[src/rtl/cell_row_cfg.sv]
// One row of DIMX K-input LUT cells with double-buffered configuration.
// Config streams into shadow over a valid/ready port and is swapped into active on commit.
module cell_row_cfg #(
    parameter int DIMX       = 64,
    parameter int K          = 2,
    parameter int PORT_WIDTH = 32,
    localparam int LUT_BITS  = 1 << K,
    localparam int SLOTS     = DIMX * LUT_BITS / PORT_WIDTH,
    localparam int SW        = $clog2(SLOTS) + 1
) (
    input  logic                  clk,
    input  logic                  rst_n,
    input  logic [DIMX+K-2:0]     in_signal,
    input  logic                  eval_en,
    input  logic                  cfg_start,
    input  logic                  cfg_valid,
    input  logic [PORT_WIDTH-1:0] cfg_data,
    output logic                  cfg_ready,
    output logic                  cfg_done,
    output logic                  busy,
    output logic [SW-1:0]         slot_idx,
    output logic [DIMX-1:0]       out
);

    localparam logic [1:0] IDLE   = 2'd0;
    localparam logic [1:0] LOAD   = 2'd1;
    localparam logic [1:0] COMMIT = 2'd2;

    logic [1:0]               state;
    logic [DIMX*LUT_BITS-1:0] shadow;
    logic [DIMX*LUT_BITS-1:0] active;
    logic [DIMX-1:0]          nxt;

    assign cfg_ready = (state == LOAD);
    assign busy      = (state != IDLE);

    for (genvar x = 0; x < DIMX; x++) begin : g_cell
        logic [LUT_BITS-1:0] lut;
        logic [K-1:0]        sel;
        assign lut    = active[x*LUT_BITS +: LUT_BITS];
        assign sel    = in_signal[x +: K];
        assign nxt[x] = lut[sel];
    end

    always_ff @(posedge clk or negedge rst_n) begin
        if (!rst_n) begin
            state    <= IDLE;
            slot_idx <= '0;
            shadow   <= '0;
            active   <= '0;
            out      <= '0;
            cfg_done <= 1'b0;
        end else begin
            cfg_done <= 1'b0;
            if (eval_en) out <= nxt;
            case (state)
                IDLE: begin
                    if (cfg_start) begin
                        state    <= LOAD;
                        slot_idx <= '0;
                    end
                end
                LOAD: begin
                    // a restart discards whatever word is presented alongside it
                    if (cfg_start) begin
                        slot_idx <= '0;
                    end else if (cfg_valid) begin
                        for (int s = 0; s < SLOTS; s++) begin
                            if (slot_idx == SW'(s))
                                shadow[s*PORT_WIDTH +: PORT_WIDTH] <= cfg_data;
                        end
                        slot_idx <= slot_idx + SW'(1);
                        if (slot_idx == SW'(SLOTS - 1)) state <= COMMIT;
                    end
                end
                COMMIT: begin
                    active   <= shadow;
                    cfg_done <= 1'b1;
                    state    <= IDLE;
                end
                default: state <= IDLE;
            endcase
        end
    end

endmodule

[config.mk]
export PLATFORM = sky130hd
export DESIGN_NAME = cell_row_cfg
export DESIGN_NICKNAME = d
export VERILOG_FILES = /design/src/rtl/cell_row_cfg.sv
export SDC_FILE = /design/constraint.sdc
export NUM_CORES = 1
export LEC_CHECK = 0
export BUFFER_PORTS_ARGS = -buffer_cell sky130_fd_sc_hd__buf_2
export CAP_MARGIN = 15
export CELL_PAD_IN_SITES_DETAIL_PLACEMENT = 1
export CELL_PAD_IN_SITES_GLOBAL_PLACEMENT = 2
export CORE_ASPECT_RATIO = 0.6
export CORE_MARGIN = 4
export CORE_UTILIZATION = 46
export DETAILED_ROUTE_END_ITERATION = 12
export MAX_ROUTING_LAYER = met4
export PLACE_DENSITY = 0.9
export SETUP_SLACK_MARGIN = 0.3
export SYNTH_ARGS = -nofsm -noshare
export SYNTH_HDL_FRONTEND = slang
export SYNTH_SLANG_ARGS = --single-unit
[constraint.sdc]
create_clock -name clk -period 1.95 [get_ports clk]
set_clock_uncertainty 0.1 [all_clocks]
set_input_delay 0.0975 -clock clk [delete_from_list [all_inputs] [get_ports clk]]
set_output_delay 0.0975 -clock clk [all_outputs]
set_load 0.005 [all_outputs]
Word level (Yosys, flattened, before mapping)
Index checks and enable logic that the tools add are counted.
{"block": "word_totals", "reg_bits": 583, "latchBits": 0, "ram_bits": 0, "mem_bits_ro": 0, "in_bits": 102, "wordCells": 245, "mem_count": 0}
{"block": "op_classes", "addsub": 1, "mul": 0, "n_div": 0, "magnitude_cmp": 64, "n_eq_ne": 14, "shift": 0, "n_mux": 138, "bitwise": 1, "n_reduce_logical": 14}
{"operator": "2-bit by 3-bit less-than comparator with 1-bit output, second input constant", "count": 64}
{"operator": "1-bit binary-select mux with 2-bit select", "count": 64}
{"operator": "1-bit two-way mux", "count": 65}
{"operator": "4-bit AND reduction", "count": 9}
{"operator": "4-bit by 3-bit equality test with 1-bit output, second input constant", "count": 4}
{"operator": "4-bit two-way mux", "count": 3}
{"operator": "4-bit by 2-bit equality test with 1-bit output, second input constant", "count": 2}
{"operator": "2-bit two-way mux", "count": 4}
{"operator": "4-bit one-hot mux with 2 select lines", "count": 1}
{"operator": "2-bit != test, second input constant", "count": 3}
{"operator": "4-bit by 1-bit adder with 4-bit output, second input constant", "count": 1}
{"operator": "4-bit by 1-bit equality test with 1-bit output, second input constant", "count": 1}
{"operator": "4-bit logical NOT", "count": 1}
{"operator": "2-bit one-hot mux with 2 select lines", "count": 1}
{"operator": "2-bit nonzero test", "count": 2}
{"operator": "3-bit != test, second input constant", "count": 1}
{"operator": "3-bit AND reduction", "count": 1}
{"operator": "2-bit by 1-bit equality test with 1-bit output, second input constant", "count": 1}
{"operator": "2-bit equality test, second input constant", "count": 1}
{"operator": "2-bit logical NOT", "count": 1}
{"operator": "2-bit by 1-bit != test with 1-bit output, second input constant", "count": 1}
{"operator": "1-bit inverter", "count": 1}

Longest topological paths before layout
Gate-level depths: netlist of the first run.
{"block": "depth", "depth_word": 5, "depth_mapped": 6}

Worst setup path before layout of the first run
OpenSTA, ideal clock, no wires.
{"block": "synth_timing", "kind": "reg-to-reg", "from": "reg slot_idx[3]", "to": "reg shadow[227]", "arrival_ns": 1.492, "required_time_ns": 1.725, "slack_ns": 0.233, "path_stages_with_launch": 6, "synth_period_minus_slack_ns": 1.717, "cell_sequence": "dfrtp_1 and4bb_1 and3_1 buf_6 buf_6 mux2_4"}
{"block": "synth_via", "elab_chain_cells": 2}
{"element": "start, declared", "line_no": "21", "source": "output logic [SW-1:0] slot_idx,"}
{"element": "start signal, assigned", "line_no": "72", "source": "slot_idx <= slot_idx + SW'(1);"}
{"element": "4-bit by 3-bit equality test with 1-bit output", "line_no": "69", "source": "if (slot_idx == SW'(s))"}
{"element": "4-bit AND reduction (no source line)"}
{"element": "end signal, assigned by index", "line_no": "70", "source": "shadow[s*PORT_WIDTH +: PORT_WIDTH] <= cfg_data;"}
{"element": "end, declared", "line_no": "30", "source": "logic [DIMX*LUT_BITS-1:0] shadow;"}
No other way between the ends.
A chain may end at the register's enable or synchronous reset.

Worst setup path after layout of the first run
{"block": "layout_timing", "from": "reg state[0]", "to": "reg shadow[163]"}
{"block": "layout_via", "elab_chain_cells": 2}
{"element": "start, declared", "line_no": "29", "source": "logic [1:0] state;"}
{"element": "start signal, assigned", "line_no": "47", "source": "state <= IDLE;"}
{"element": "start signal, assigned", "line_no": "59", "source": "state <= LOAD;"}
{"element": "start signal, assigned", "line_no": "73", "source": "if (slot_idx == SW'(SLOTS - 1)) state <= COMMIT;"}
{"element": "2-bit by 1-bit equality test with 1-bit output", "line_no": "56", "source": "case (state)"}
{"element": "4-bit AND reduction (no source line)"}
No other way between the ends.

==> flow_summary.rst, run 1 <==
.. list-table::
   :header-rows: 1

   * - Metric
     - Value
   * - Outcome
     - finished, violations left
   * - Violations in the final reports
     - setup timing
   * - Final setup violating endpoints
     - approximately 150
   * - First-pass GRT wire length
     - about 110 mm
   * - Insertion delay of the later-clocked pin in the worst-skew pair
     - around 0.6 ns
   * - Worst path arrival time
     - ~2.4 ns
   * - Stage delay of the slowest cell on the critical path
     - roughly 0.4 ns
   * - Headroom to the max-slew limit
     - 0.640
   * - Internal power contribution
     - about 21 mW
   * - CP Max Fanout
     - 7
   * - Clock slew seen by the registers of the worst setup and hold paths
     - 0.07 ns
   * - Post-synthesis instance total
     - 1335
   * - Cell type of the slowest stage on the worst timing path
     - dfrtp_1
   * - # DRC
     - 0
   * - Leakage power figure
     - between 15 and 20 nW
   * - Antenna-violating nets left
     - 0
   * - Dpl hpwl
     - roughly 40 mm
   * - Maximum number of pins on one net before global-route repair
     - slightly below 80
   * - Number of antenna violations at the first check in global routing
     - 3
   * - Area of the die
     - 55900 µm²
   * - Fraction of power consumed by the clock network
     - 0.417
   * - Area of the placeable core
     - 51200 µm²
   * - Power Density
     - 858 nW/µm²
   * - Max-slew violations
     - 0
   * - Number of nets at the end of the flow
     - approximately 1900
   * - Core occupancy in the finished layout
     - 0.628
   * - Routed WL per cell
     - ~36 µm
   * - Number of register bits inferred by synthesis
     - roughly 600
   * - Number of iterations in the first detailed-routing pass
     - 5
   * - Tightest Hold Check Type
     - primary input to flip-flop
   * - Buffer levels on the longest clock path
     - 3
   * - Congestion Overflow GR
     - 0
   * - Max Cap Viol
     - 0
   * - Netlist cell types
     - 31
   * - Tot GR Track Use
     - 0.270
   * - Setup WS pre-CTS
     - between 0.07 and 0.08 ns
   * - Number of levels in the clock H-tree
     - 2
   * - Share of post-route cells with drive strength above 1
     - 0.598
   * - Minimum setup slack in the final design
     - -0.0508 ns
   * - Final-report hold violation count
     - 0
   * - Number of buffer and inverter instances along the worst setup path
     - 3
   * - Number of violations reported at the end of detailed-routing iteration 0
     - approximately 1300
   * - Layout overhead on the synthesized area
     - 34.2%
   * - Actual slew at the worst max-slew pin
     - between 0.5 and 0.6 ns
   * - Switching power
     - around 7 mW
   * - Weighted congestion at the end of routability-driven global placement
     - 0.759
   * - TritonCTS clock tree
     - yes
   * - Start-to-end type of the worst setup path
     - flip-flop to flip-flop
   * - Final critical delay including setup and external delays
     - approximately 2 ns
   * - Switching fraction of total power
     - 0.252
   * - Relative contribution of sequential cells to total power
     - 0.493
   * - Critical path cell sequence
     - buf_4 > nor2b_4 > buf_6 > and3_4 > clkbuf_16 > mux2_4
   * - Capturing element type of the critical path
     - flip-flop
   * - Top-level I/O count
     - 173
   * - Routed vias/inst
     - between 5 and 6
   * - Number of port buffers
     - roughly 170
   * - Crit path max-delay family
     - simple AND/OR/NAND/NOR gates
   * - Width of the chip
     - 302 µm
   * - Initial Utilization
     - 0.468
   * - Routed Wire Length
     - ~89 mm
   * - Syn Std Cell Area
     - between 20000 and 25000 µm²
   * - Die H
     - 185 µm
   * - Upper clock frequency limit
     - roughly 500 MHz
   * - Count of vias placed by the detailed router
     - about 15000
   * - Number of nets in the synthesized netlist
     - approximately 1400
   * - Setup repair after global routing missed its margin
     - yes
   * - Sequential share of the synthesized area
     - 0.609
   * - Startpoint types
     - flip-flop
   * - Power share of the combinational group
     - 0.090
   * - Data required time of the worst path
     - approximately 2.3 ns
   * - Count of clock tree sinks
     - approximately 600
   * - Vias in the first global route
     - roughly 16000
   * - Tcrit/Tclk final
     - 1.03
   * - Worst vdd rail ir drop
     - 0.000664 V
   * - Synthesis warning total
     - 0
   * - Synthesized area divided by synthesized cell count
     - approximately 18 µm²
   * - Number of buffers created by CTS
     - 53
   * - Total negative slack
     - -2.78 ns
   * - Root Buffer Master
     - clkbuf_16
   * - Number of placement rows
     - 64
synthesized netlist by cell type:
master	instances	area, µm²
dfrtp_1	583	14600
mux2_2	442	4980
mux2_4	129	1940
mux4_2	64	1440
buf_2	36	180
buf_6	18	203
buf_12	12	240
and3_1	9	56.3
mux2_1	5	56.3
ha_1	4	50.1
buf_4	3	22.5
clkbuf_1	3	11.3
inv_1	3	11.3
nand2_1	3	11.3
nand3_1	2	10.0
nor2_1	2	7.51
nor2b_1	2	12.5
o21ai_0	2	10.0
a21oi_1	1	5.00
a221o_1	1	10.0
a311o_1	1	10.0
a311oi_1	1	8.76
a31oi_1	1	6.26
and4b_1	1	10.0
and4bb_1	1	12.5
nand4_1	1	6.26
nor3_1	1	5.00
nor4_1	1	6.26
nor4b_2	1	15.0
o41ai_1	1	8.76
or2_2	1	6.26
worst min-delay path: cells and delay by family:
family,cells,cell delay (ns)
buffers and inverters,1,0.20
multiplexers,2,0.43
area by class of cell:
cell class,count,area [µm²]
antenna,2,5.00
tap,693,867
multi-input combinational,677,9930
inverter,3,11.3
clock inverter,19,325
timing repair buffer,441,4920
clock buffer,76,1480
fill,4399,19000
sequential,583,14600
power by group through the flow:
stage | sequential, mW | clock (mW) | combinational [mW]
2_1_floorplan | 13.4 | 0 | 1.01
3_3_place_gp | 13.5 | 0 | 1.71
3_5_place_dp | 13.6 | 0 | 1.82
4_1_cts | 13.4 | 11.2 | 2.05
5_1_grt | 13.6 | 12.1 | 2.58
6_report | 13.6 | 11.5 | 2.47
per-stage QoR:
| step | instances | hold slack [ns] | instance area (µm²) | total power [mW] |
|---|---|---|---|---|
| after floorplan | 1335 | -0.298 | 24000 | 14.4 |
| after global placement | 2189 | -0.0681 | 25900 | 15.2 |
| after detailed placement | 2189 | -0.0626 | 25900 | 15.4 |
| after CTS | 2439 | 0.0114 | 30100 | 26.6 |
| after global routing | 2494 | 0.0397 | 32100 | 28.3 |
| final | 2494 | 0.0570 | 32100 | 27.6 |
timing repair:
action                                  CTS  global route
endpoints found under the setup margin  356           514
hold buffers                            101             0
pin swaps                                 1             4
hold endpoints to repair                902             0
cloned                                   26            25
buffers inserted                         28            28
resized for setup                       117           321
path summary, 6_finish.rpt:
| path | start | endpoint | slack (ns) | cells past startpoint |
|---|---|---|---|---|
| worst max-delay path | state[0]$_DFFE_PN0P_ | shadow[163]$_DFFE_PN0P_ | -0.05 | 6 |
| worst min register to register | shadow[94]$_DFFE_PN0P_ | shadow[94]$_DFFE_PN0P_ | 0.39 | 1 |
| max in group asynchronous | rst_n | active[217]$_DFFE_PN0P_ | 1.10 | 3 |
| worst min-delay path | in_signal[61] | out[61]$_DFFE_PN0P_ | 0.06 | 3 |
| worst max register to register | state[0]$_DFFE_PN0P_ | shadow[163]$_DFFE_PN0P_ | -0.05 | 6 |
| min in group asynchronous | rst_n | shadow[209]$_DFFE_PN0P_ | 0.13 | 3 |
registers in the layout (all words and copies together), names as in the netlist:
signal and count:
cfg_done 1, active 256, slot_idx 4, shadow 256, out 64, state 2
logic make-up (layout without fill, tap and decap cells):
group | after synthesis | after routing | share of synthesized area
muxes | 640 | 640 | 0.351
DFF | 583 | 583 | 0.609
buffers and inverters | 75 | 539 | 0.0279
and+or+nand+nor | 25 | 25 | 0.00664
AOI/OAI and AO/OA | 8 | 8 | 0.00246
adders and majority gates | 4 | 4 | 0.00209
other | 0 | 2 | 0
layout by cell type, fill, tap and decap left out, types with 2 or more instances in the layout:
cell type / count
nor2_1: 2
ha_2: 3
o21ai_0: 2
buf_16: 32
clkinv_2: 7
clkbuf_8: 7
nand3_1: 2
mux4_2: 64
inv_6: 2
mux2_2: 131
dlygate4sd3_1: 100
clkinv_8: 2
mux2_1: 4
buf_2: 168
dfrtp_2: 2
and3_4: 7
inv_1: 2
nand2_1: 3
bufinv_16: 8
buf_8: 11
dfrtp_1: 581
clkbuf_1: 16
mux2_4: 441
buf_4: 29
clkbuf_16: 73
diode_2: 2
buf_6: 35
nor2b_4: 2
buf_12: 46
routing by layer:
metal | wire length [µm] | up-vias | share of wire | track usage
met3 | 5430 | 225 | 0.061 | 0.0447
met5 | 0 | - | 0 | -
met2 | 44200 | 709 | 0.50 | 0.447
li1 | - | 5712 | - | -
met4 | 3410 | 0 | 0.039 | 0.0677
met1 | 35600 | 8105 | 0.40 | 0.353
Note: power is estimated with default switching activity, not from simulation.
==> run 2, diff against run 1 <==
CTS_BUF_LIST = sky130_fd_sc_hd__clkbuf_16   (was default)
==> flow_summary.rst, run 2 (synthesis gave the netlist of run 1 again) <==
.. list-table::
   :header-rows: 1

   * - Metric
     - Value
   * - Dpl hpwl
     - 41.1 mm
   * - Minimum setup slack in the final design
     - -0.0988 ns
   * - Number of port buffers
     - 172
   * - Vias in the first global route
     - around 16000
   * - Largest registers ranked by flip-flop count
     - active x256, shadow x256, out x64
   * - Maximum number of pins on one net before global-route repair
     - between 70 and 80
   * - Launching point of the worst reg2reg path
     - slot_idx[2]$_DFFE_PN0P_
   * - Count of clock tree sinks
     - 583
   * - Initial Utilization
     - 0.468
   * - Worst min-delay path startpoint
     - in_signal[61]
   * - Antenna-violating nets left
     - 0
   * - TritonCTS clock tree
     - yes
   * - Weighted congestion at the end of routability-driven global placement
     - about 0.76
   * - Max-slew violations
     - 0
   * - First-pass GRT wire length
     - about 100 mm
   * - Number of levels in the clock H-tree
     - 2
   * - Root Buffer Master
     - clkbuf_16
   * - Setup repair after global routing missed its margin
     - yes
   * - Highest-count cells in the layout ignoring fill and taps
     - 582 x dfrtp_1, 417 x mux2_4, 168 x buf_2
   * - Worst path arrival time
     - 2.43 ns
   * - Data required time of the worst path
     - 2.34 ns
   * - Headroom to the max-slew limit
     - 0.663
   * - Number of nets at the end of the flow
     - roughly 1900
   * - Number of iterations in the first detailed-routing pass
     - 7
   * - Routed vias/inst
     - between 5 and 6
   * - Tcrit/Tclk final
     - 1.05
   * - Width of the chip
     - 302 µm
   * - Max Cap Viol
     - 0
   * - Leakage power figure
     - between 15 and 20 nW
   * - Outcome
     - finished, violations left
   * - Flop2flop setup slack
     - -0.1 ns
   * - Number of buffers created by CTS
     - 53
   * - Most frequent standard cell in the layout excluding fill and tap cells
     - dfrtp_1
   * - Tot GR Track Use
     - 0.260
   * - Final setup violating endpoints
     - ~160
   * - Top-level I/O count
     - 173
   * - Share of post-route cells with drive strength above 1
     - 0.593
   * - Layout overhead on the synthesized area
     - 33.6%
   * - Startpoint types
     - flip-flop
   * - Reg area
     - 14600 µm²
   * - Capturing element type of the critical path
     - flip-flop
   * - Area of the placeable core
     - 51200 µm²
   * - Insertion delay of the later-clocked pin in the worst-skew pair
     - 0.62 ns
   * - Total of fill cells in the finished design
     - approximately 4400
   * - # DRC
     - 0
   * - Congestion Overflow GR
     - 0
   * - Core occupancy in the finished layout
     - 0.625
   * - Overall Power
     - about 27 mW
   * - Start point of the critical path
     - slot_idx[2]$_DFFE_PN0P_
   * - Die H
     - around 180 µm
   * - Count of vias placed by the detailed router
     - about 15000
   * - Final critical delay including setup and external delays
     - around 2.0 ns
   * - Number of placement rows
     - 64
   * - Start-to-end type of the worst setup path
     - flip-flop to flip-flop
   * - Number of violations reported at the end of detailed-routing iteration 0
     - around 1300
   * - Area of the die
     - roughly 56000 µm²
   * - Buffer levels on the longest clock path
     - 3
   * - CP Max Fanout
     - 7
   * - Power Density
     - between 800 and 900 nW/µm²
   * - Clock slew seen by the registers of the worst setup and hold paths
     - approximately 0.070 ns
   * - Worst vdd rail ir drop
     - 0.000740 V
   * - Routed Wire Length
     - between 80 and 90 mm
   * - Routed WL per cell
     - 35.0 µm
   * - Upper clock frequency limit
     - 488 MHz
   * - Tightest Hold Check Type
     - primary input to flip-flop
   * - Number of antenna violations at the first check in global routing
     - 3
   * - Final-report hold violation count
     - 0
   * - Violations in the final reports
     - setup timing
   * - Combined area of the multi-input logic cells
     - 9840 µm²
   * - Actual slew at the worst max-slew pin
     - 0.506 ns
-- run 2: worst max-delay path, stage by stage (launching register included) --
cell and delay [ns]:
dfrtp_1 0.45, buf_4 0.15, and4bb_4 0.31, and3_4 0.37, clkbuf_16 0.23, mux2_4 0.31
-- run 2: final cells by class --
type                            instances  area share
Timing Repair Buffer                  439       0.154
Inverter                                3    0.000352
Multi-Input combinational cell        677       0.308
Antenna cell                            1   0.0000782
Clock inverter                         42      0.0129
Sequential cell                       583       0.456
Clock buffer                           53      0.0415
Tap cell                              693      0.0271
-- run 2: path summary, 6_finish.rpt --
kind | end | cells past startpoint
min in group asynchronous | active[183]$_DFFE_PN0P_ | 3
worst min-delay path | out[61]$_DFFE_PN0P_ | 3
worst max register to register | shadow[186]$_DFFE_PN0P_ | 5
worst min register to register | shadow[94]$_DFFE_PN0P_ | 1
max in group asynchronous | shadow[155]$_DFFE_PN0P_ | 3
worst max-delay path | shadow[186]$_DFFE_PN0P_ | 5
-- run 2: layer usage --
layer,share of wire,GRT usage,up-vias
met5,0,-,-
met4,0.042,0.0664,0
met3,0.047,0.0391,213
met2,0.50,0.432,616
met1,0.41,0.341,8138
li1,-,-,5712
-- run 2: per-stage QoR --
stage               setup TNS (ns)  hold slack [ns]  worst slack [ns]  instance area (µm²)  cells
floorplan                        0           -0.298             0.233                24000   1335
global placement                 0          -0.0681            0.0814                25900   2189
detailed placement               0          -0.0626            0.0757                25900   2189
CTS                              0           0.0114            0.0462                29900   2431
global route                -10.54           0.0397           -0.0963                32000   2490
finish                       -4.63           0.0358           -0.0988                32000   2491
-- run 2: repair_timing --
action	4_1_cts	5_1_grt
cloned	23	34
endpoints found under the setup margin	342	514
resized for setup	107	294
endpoints found under the hold margin	901	0
pin swaps	0	2
buffers inserted	23	25
hold buffers	101	0
-- run 2: power by group --
part / internal, mW / switching, mW / leakage [nW]
sequential: 12.9 / 0.664 / 7.95
clock: 6.01 / 5.14 / 0.913
combinational: 1.43 / 1.12 / 6.64
total: 20.4 / 6.92 / 15.5
